`config.mk`:
```
export PLATFORM = sky130hd
export DESIGN_NAME = ins_fetch_flat
export DESIGN_NICKNAME = d
export VERILOG_FILES = /design/src/rtl/ins_fetch_if.sv /design/src/rtl/ins_fetch.sv /design/src/flat_wrapper.sv
export SDC_FILE = /design/constraint.sdc
export NUM_CORES = 1
export LEC_CHECK = 0
export CAP_MARGIN = 15
export CORE_AREA = 2 2 41 80
export CTS_CLUSTER_DIAMETER = 150
export DETAILED_ROUTE_END_ITERATION = 8
export DIE_AREA = 0 0 43 82
export DONT_BUFFER_PORTS = 1
export PLACE_DENSITY = 0.52
export RECOVER_POWER = 50
export SLEW_MARGIN = 20
export SYNTH_ARGS = -nofsm -noshare
export SYNTH_HDL_FRONTEND = slang
export SYNTH_SLANG_ARGS = --single-unit
```
`constraint.sdc`:
```
create_clock -name clk -period 1.71 [get_ports clk]
set_input_delay 0.171 -clock clk [delete_from_list [all_inputs] [get_ports clk]]
set_output_delay 0.171 -clock clk [all_outputs]
set_load 0.02 [all_outputs]
```
`src/rtl/ins_fetch_if.sv`:
```
// Instruction-memory read port shared by the fetch stage and the memory.
//
// Handshake: the master raises mem_req with MEM_ADDR. It holds both steady
// until it samples mem_ack=1 on a rising clock edge. MEM_DATA is meaningful
// only in a cycle where mem_ack=1. The slave may raise mem_ack in the first
// cycle that mem_req is high, or any number of cycles later. The master
// ignores mem_ack in any cycle where it has no request outstanding.
//
// Signals:
//   mem_req   master -> slave  read request
//   MEM_ADDR  master -> slave  word address (PC_W bits)
//   mem_ack   slave  -> master data returned this cycle
//   MEM_DATA  slave  -> master instruction word (INS_W bits)
interface ins_fetch_if #(
  parameter int PC_W  = 4,
  parameter int INS_W = 9
);
  logic             mem_req;
  logic [PC_W-1:0]  MEM_ADDR;
  logic             mem_ack;
  logic [INS_W-1:0] MEM_DATA;

  modport master (output mem_req, output MEM_ADDR, input mem_ack, input MEM_DATA);
  modport slave  (input mem_req, input MEM_ADDR, output mem_ack, output MEM_DATA);
endinterface

```
`src/rtl/ins_fetch.sv`:
```
// Instruction fetch stage feeding the instruction decoder.
// The stage owns the program counter. It reads one word at a time from
// instruction memory and presents that word, registered, on INS. It supports
// downstream stall, a jump redirect and a halt word that stops fetching.
//
// Ports:
//   clk, rst_n  clock and asynchronous active-low reset
//   run         fetch enable; 0 parks the stage in IDLE between instructions
//   stall       downstream not ready; INS is held while ins_valid=1
//   jump_en     redirect, taken only when the current instruction is consumed
//   JUMP_ADDR   redirect target
//   mem         instruction-memory read port (master side)
//   INS         registered instruction word to the decoder
//   ins_valid   INS holds a live instruction
//   PC          address of the next instruction to fetch
//   halted      HALT_WORD was fetched; only reset leaves this condition
//   fsm_state   current state (0 IDLE, 1 FETCH, 2 ISSUE, 3 HALT)
// Every output comes from a register, so no path runs from an input to an output.
module ins_fetch #(
  parameter int               PC_W      = 4,
  parameter int               INS_W     = 9,
  parameter logic [INS_W-1:0] HALT_WORD = 9'h1FF
) (
  input  logic              clk,
  input  logic              rst_n,
  input  logic              run,
  input  logic              stall,
  input  logic              jump_en,
  input  logic [PC_W-1:0]   JUMP_ADDR,
  ins_fetch_if.master       mem,
  output logic [INS_W-1:0]  INS,
  output logic              ins_valid,
  output logic [PC_W-1:0]   PC,
  output logic              halted,
  output logic [1:0]        fsm_state
);

  typedef enum logic [1:0] {
    IDLE  = 2'd0,
    FETCH = 2'd1,
    ISSUE = 2'd2,
    HALT  = 2'd3
  } state_t;

  state_t state;

  assign fsm_state = state;

  always_ff @(posedge clk or negedge rst_n) begin
    if (!rst_n) begin
      state        <= IDLE;
      PC           <= '0;
      mem.MEM_ADDR <= '0;
      mem.mem_req  <= 1'b0;
      INS          <= '0;
      ins_valid    <= 1'b0;
      halted       <= 1'b0;
    end else begin
      case (state)
        IDLE: begin
          if (run) begin
            state        <= FETCH;
            mem.mem_req  <= 1'b1;
            mem.MEM_ADDR <= PC;
          end
        end

        // The request is not withdrawn when run drops. It stays open until the memory acks.
        FETCH: begin
          if (mem.mem_ack) begin
            mem.mem_req <= 1'b0;
            if (mem.MEM_DATA == HALT_WORD) begin
              halted <= 1'b1;
              state  <= HALT;
            end else begin
              INS       <= mem.MEM_DATA;
              ins_valid <= 1'b1;
              PC        <= PC + 1'b1;
              state     <= ISSUE;
            end
          end
        end

        // PC was already incremented on the ack. A jump taken at consume
        // replaces that incremented value. The next request goes straight
        // to the new PC, which keeps MEM_ADDR equal to PC while mem_req=1.
        ISSUE: begin
          if (!stall) begin
            ins_valid <= 1'b0;
            if (jump_en) begin
              PC <= JUMP_ADDR;
            end
            if (run) begin
              state        <= FETCH;
              mem.mem_req  <= 1'b1;
              mem.MEM_ADDR <= jump_en ? JUMP_ADDR : PC;
            end else begin
              state <= IDLE;
            end
          end
        end

        HALT: begin
          state <= HALT;
        end

        default: state <= IDLE;
      endcase
    end
  end

endmodule
```
`src/flat_wrapper.sv`:
```
// flat-port wrapper written by rule: the top's interface ports become plain ports
module ins_fetch_flat 
#(
  parameter int               PC_W      = 4,
  parameter int               INS_W     = 9,
  parameter logic [INS_W-1:0] HALT_WORD = 9'h1FF
)
  (clk, rst_n, run, stall, jump_en, JUMP_ADDR, INS, ins_valid, PC, halted, fsm_state, mem_mem_req, mem_MEM_ADDR, mem_mem_ack, mem_MEM_DATA);
  ins_fetch_if #(.PC_W(PC_W), .INS_W(INS_W)) mem_i ();
  input  logic clk;
  input  logic rst_n;
  input  logic run;
  input  logic stall;
  input  logic jump_en;
  input  logic [PC_W-1:0] JUMP_ADDR;
  output logic [INS_W-1:0] INS;
  output logic ins_valid;
  output logic [PC_W-1:0] PC;
  output logic halted;
  output logic [1:0] fsm_state;
  output wire logic [$bits(mem_i.mem_req)-1:0] mem_mem_req;
  output wire logic [$bits(mem_i.MEM_ADDR)-1:0] mem_MEM_ADDR;
  input wire logic [$bits(mem_i.mem_ack)-1:0] mem_mem_ack;
  input wire logic [$bits(mem_i.MEM_DATA)-1:0] mem_MEM_DATA;
  assign mem_mem_req = mem_i.mem_req;
  assign mem_MEM_ADDR = mem_i.MEM_ADDR;
  assign mem_i.mem_ack = mem_mem_ack;
  assign mem_i.MEM_DATA = mem_MEM_DATA;
  ins_fetch #(.PC_W(PC_W), .INS_W(INS_W), .HALT_WORD(HALT_WORD)) u_core (.clk(clk), .rst_n(rst_n), .run(run), .stall(stall), .jump_en(jump_en), .JUMP_ADDR(JUMP_ADDR), .mem(mem_i), .INS(INS), .ins_valid(ins_valid), .PC(PC), .halted(halted), .fsm_state(fsm_state));
endmodule
```
# [After elaboration in Yosys (flattened, before gate mapping)]
# Index checks and enable logic that the tools add are counted.
[totals] ff_bits=22 input_bits=19 out_inout_bits=22 elab_cells=51
[classes] n_addsub=1 eq_ne=9 n_mux=23 bitwise_logic=1 reduce_logical=10
[ops] cell="two-way mux 4 bit" count=7
[ops] cell="case mux 4 bit (2 select lines)" count=2
[ops] cell="AND reduction 3 bit" count=4
[ops] cell="!= test 2 bit (second input constant)" count=5
[ops] cell="equality test 9 bit (second input constant)" count=1
[ops] cell="two-way mux 1 bit" count=8
[ops] cell="case mux 2 bit (4 select lines)" count=1
[ops] cell="AND reduction 4 bit" count=2
[ops] cell="two-way mux 2 bit" count=3
[ops] cell="adder 4 x 1 -> 4 bit (second input constant)" count=1
[ops] cell="equality test 2 bit (second input constant)" count=2
[ops] cell="nonzero test 2 bit" count=2
[ops] cell="case mux 1 bit (3 select lines)" count=1
[ops] cell="nonzero test 3 bit" count=1
[ops] cell="equality test 2 x 1 -> 1 bit (second input constant)" count=1
[ops] cell="zero test 2 bit" count=1
[ops] cell="case mux 1 bit (2 select lines)" count=1
[ops] cell="NOT 1 bit" count=1

# [Logic depth before layout (Yosys ltp)]
[logic_depth] ltp_word=4 ltp_mapped=6 depth_no_buf=4

# [Worst setup path before layout]
# No wires, ideal clock.
[synth_path] kind="register to register" startpoint="register u_core.state[0] (netlist: u_core.fsm_state[0])" endpoint="register u_core.INS[0]" setup_time_ps=125 t_arrival_ps=1335 required_time_ps=1585 path_slack_ps=251 path_stages_with_launch=6 path_buffers=2 synth_period_minus_slack_ps=1459 path_cell_list="dfrtp_1 buf_6 and3b_4 o31ai_4 buf_6 mux2_2"
[synth_between] elab_chain_cells=2
[synth_lines] element="start: declaration" line="ins_fetch.sv:45" rtl="state_t state;"
[synth_lines] element="start signal: assignment" line="ins_fetch.sv:51" rtl="state <= IDLE;"
[synth_lines] element="start signal: assignment" line="ins_fetch.sv:62" rtl="state <= FETCH;"
[synth_lines] element="start signal: assignment" line="ins_fetch.sv:74" rtl="state <= HALT;"
[synth_lines] element="equality test 2 x 1 -> 1 bit" line="ins_fetch.sv:59" rtl="case (state)"
[synth_lines] element="AND reduction 3 bit (no source line)"
[synth_lines] element="end signal: assignment" line="ins_fetch.sv:76" rtl="INS <= mem.MEM_DATA;"
[synth_lines] element="end: declaration" line="ins_fetch.sv:31" rtl="output logic [INS_W-1:0] INS,"
# Every way passes these cells.
# A chain may end at the register's enable or synchronous reset.

# [Final worst setup path]
[layout_path] startpoint="register u_core.state[0] (netlist: u_core.fsm_state[0])" endpoint="register u_core.PC[3]"
[layout_between] elab_chain_cells=3 elab_cells_between_ends=8 classes_between="eq/ne: 5; mux: 1; reduce/logical: 2"
[layout_lines] element="equality test 2 x 1 -> 1 bit / equality test 2 bit (equally long branches)" line="ins_fetch.sv:59"
[layout_lines] element="!= test 2 bit (no source line) / nonzero test 2 bit (equally long branches)"
[layout_lines] element="AND reduction 4 bit (no source line)"
[layout_lines] element="end signal: assignment" line="ins_fetch.sv:78" rtl="PC <= PC + 1'b1;"
[layout_lines] element="end: declaration" line="ins_fetch.sv:33" rtl="output logic [PC_W-1:0] PC,"
# Parallel ways exist; a longest one is shown, timed or not.

==> impl_metrics.csv <==
group,metric,value,unit
run_status,status,"complete, no violations",
clock_network,root_buffer,"clkbuf_8",
place,gp_congestion,0.699,
sta,fin_crit_sh,89.3,%
worst_setup_path,crit_family,"compound AO/OA/AOI/OAI gates",
detailed_routing,route.detailed.drc,0,
global_route,grt_max_degree,23,
min_path,min_path_type,"input port to flop",
clock_network,cts_setup_buffers,0,
cells_and_area,syn_to_final_growth,7.85,%
clock_network,numCtsBuffers,3,
clock_network,clkTransAtPathRegs,0.08,ns
worst_setup_path,crit_start,"u_core.fsm_state[0]$_DFFE_PN0P_",
power_and_ir_drop,power_density,1870,nW/µm²
synthesis,synth.avg_cell_area,11.3,µm²
sta,finalCriticalPeriod,1.53,ns
min_path,hold_start,"mem_mem_ack",
worst_setup_path,worst_path_largest_cell_delay,0.52,ns
global_route,grt_overflow,0,
global_route,grt_pass1_wl,4040,µm
place,port_buffers,0,
worst_setup_path,critical_path.max_fanout,12,
detailed_routing,drt-initial-drc-count,8,
clock_network,ctsResizeCount,0,
place,place_area,1130,µm²
synthesis,syn_nets,117,
sta,skew,0.00165,ns
cells_and_area,finalInstanceArea,1190,µm²
cells_and_area,fill_cells,309,
die,die_h,82,µm
sta,rsz0062_at_grt,"no",
cells_and_area,num_antenna_cells,0,
worst_setup_path,startpoint_type,"flop",
worst_setup_path,critPathSlowestCell,"dfrtp_1",
synthesis,async_reset_ff_share,100,%
job,cap_violations,0,
worst_setup_path,critical_path_required,1.91,ns
detailed_routing,wirelength,2480,µm
sta,hold_viol,0,
global_route,track_usage,15.4,%
worst_setup_path,cp-end-kind,"flop",
detailed_routing,wl_per_cell,18.8,µm
detailed_routing,drtPass1Iterations,4,
worst_setup_path,r2r_start,"u_core.fsm_state[0]$_DFFE_PN0P_",
synthesis,yosysUniqueCellTypes,33,
synthesis,synthFlopType,"dfrtp_1",
synthesis,ys_seq_elements,22,
sta,slew_headroom,61.1,%
synthesis,yosys_warnings,0,
clock_network,cts_tree,"built",
detailed_routing,antenna_left,0,
worst_setup_path,worst-setup-path-type,"flop to flop",
die,core,2940,µm²
die,dieArea,3530,µm²
synthesis,syn_inst,97,
global_route,antenna_found_initial,0,
worst_setup_path,crit_chain,"and3b_4, o31ai_4, a221oi_1, o32a_1",
global_route,grt_pass1_vias,857,
sta,slew_violations,0,
sta,max_slew.worst_pin.slew,0.584,ns
synthesis,syn_area,1100,µm²
die,initial_utilization,37.4,%
cells_and_area,nets,124,
worst_setup_path,crit_buf_inv,0,
clock_network,clk-insertion-delay-late,0.25,ns
detailed_routing,vias,765,
die,io_pins,41,
place,hpwl,1960,µm
detailed_routing,vias_per_cell,5.80,
synthesis,yosysSeqAreaShare,50.1,%
power_and_ir_drop,total_leakage_power,0.523,nW
synthesis,synth-edff-count,0,
worst_setup_path,crit_arrival,1.73,ns
die,rows,28,
power_and_ir_drop,irDropWorstVdd,0.000722,V
power_and_ir_drop,p_total,2.22,mW
sta,fin_setup_tns,0,ns
clock_network,clock_sinks,22,
cells_and_area,layout-drive-gt1-share,23.5,%
clock_network,clock_path_buffers,2,
clock_network,cts_max_level,1,
sta,max_freq,0.655,GHz
die,die_w,43,µm
sta,setup-violations-final,0,
[kinds of logic after synthesis]
family / Yosys count / share of synthesized area, %
DFF: 22 / 50.1
AOI/OAI and AO/OA: 28 / 19.6
muxes: 11 / 11.0
adders and majority gates: 1 / 1.14
and+or+nand+nor: 28 / 13.8
buffers and inverters: 7 / 4.44
[report_power, final]
part	switching, mW	internal, mW	total [mW]
sequential	0.473	0.750	1.22
combinational	0.325	0.354	0.679
clock	0.160	0.157	0.317
total	0.958	1.26	2.22
[synth_stat cells (2+ instances only)]
| library cell | number | share of area (%) |
|---|---|---|
| o22ai_1 | 5 | 2.8 |
| nor2_1 | 4 | 1.4 |
| mux2i_1 | 2 | 1.8 |
| nand3_1 | 4 | 1.8 |
| a21o_1 | 2 | 1.4 |
| inv_1 | 3 | 1.0 |
| a22o_1 | 2 | 1.6 |
| o22a_1 | 2 | 1.6 |
| mux2_2 | 9 | 9.2 |
| dfrtp_1 | 22 | 50 |
| nand2_1 | 9 | 3.1 |
| buf_6 | 3 | 3.1 |
| o21a_1 | 3 | 2.0 |
| o21ai_0 | 5 | 2.3 |
| nand2b_1 | 4 | 2.3 |
[state kept, by name, summed over array words and instances (netlist names)]
| signal | cells |
|---|---|
| u_core.fsm_state | 2 |
| u_core.mem.mem_req | 1 |
| u_core.PC | 4 |
| u_core.ins_valid | 1 |
| u_core.halted | 1 |
| u_core.INS | 9 |
| u_core.mem.MEM_ADDR | 4 |
[placed cells by master, fill, tap and decap left out, types with 3 or more instances in the layout]
cell      count
buf_4         4
clkbuf_8      3
dfrtp_1      22
inv_1         3
mux2_2        9
nand2_1       9
nand2b_1      4
nand3_1       4
nor2_1        4
o21a_1        3
o21ai_0       5
o22ai_1       5
[final cells by class]
| class | instances | area, µm² | area share (%) |
|---|---|---|---|
| Timing Repair Buffer | 6 | 45.0 | 3.80 |
| Sequential cell | 22 | 551 | 46.4 |
| Tap cell | 30 | 37.5 | 3.16 |
| Multi-Input combinational cell | 68 | 500 | 42.2 |
| Clock buffer | 3 | 41.3 | 3.48 |
| Inverter | 3 | 11.3 | 0.949 |
[what timing repair did]
action                                 4_1_cts  5_1_grt
hold buffers                                 1        1
setup endpoints to repair                    0        0
endpoints found under the hold margin       22       22
[metrics by stage]
| step | instances | util (%) | hold WS, ns | setup slack (ns) |
|---|---|---|---|---|
| 2_1_floorplan | 97 | - | -0.125 | 0.251 |
| 3_3_place_gp | 127 | 38.4 | -0.124 | 0.266 |
| 3_5_place_dp | 127 | 38.4 | -0.124 | 0.198 |
| 4_1_cts | 131 | 40.1 | 0.0381 | 0.177 |
| 5_1_grt | 132 | 40.3 | 0.0426 | 0.0771 |
| 6_report | 132 | 40.3 | 0.0436 | 0.182 |
[worst paths after layout]
| path | to | slack (ns) | cells after the start |
|---|---|---|---|
| worst max register to register | u_core.PC[3]$_DFFE_PN0P_ | 0.18 | 4 |
| worst min register to register | u_core.halted$_DFFE_PN0P_ | 0.61 | 1 |
| worst min-delay path | u_core.fsm_state[1]$_DFFE_PN0P_ | 0.04 | 2 |
| max in group asynchronous | u_core.INS[7]$_DFFE_PN0P_ | 0.91 | 2 |
| min in group asynchronous | u_core.mem.MEM_ADDR[1]$_DFFE_PN0P_ | 0.44 | 2 |
| worst max-delay path | u_core.PC[3]$_DFFE_PN0P_ | 0.18 | 4 |
[metal layers]
metal,share of wire (%),global-route usage [%],vias to the layer above
met4,0.93,5.45,0
met2,58,30.2,25
li1,-,-,361
met1,34,15.2,377
met3,6.5,3.52,2
met5,0,0,-
No activity file was read; power rests on OpenSTA's default activity.
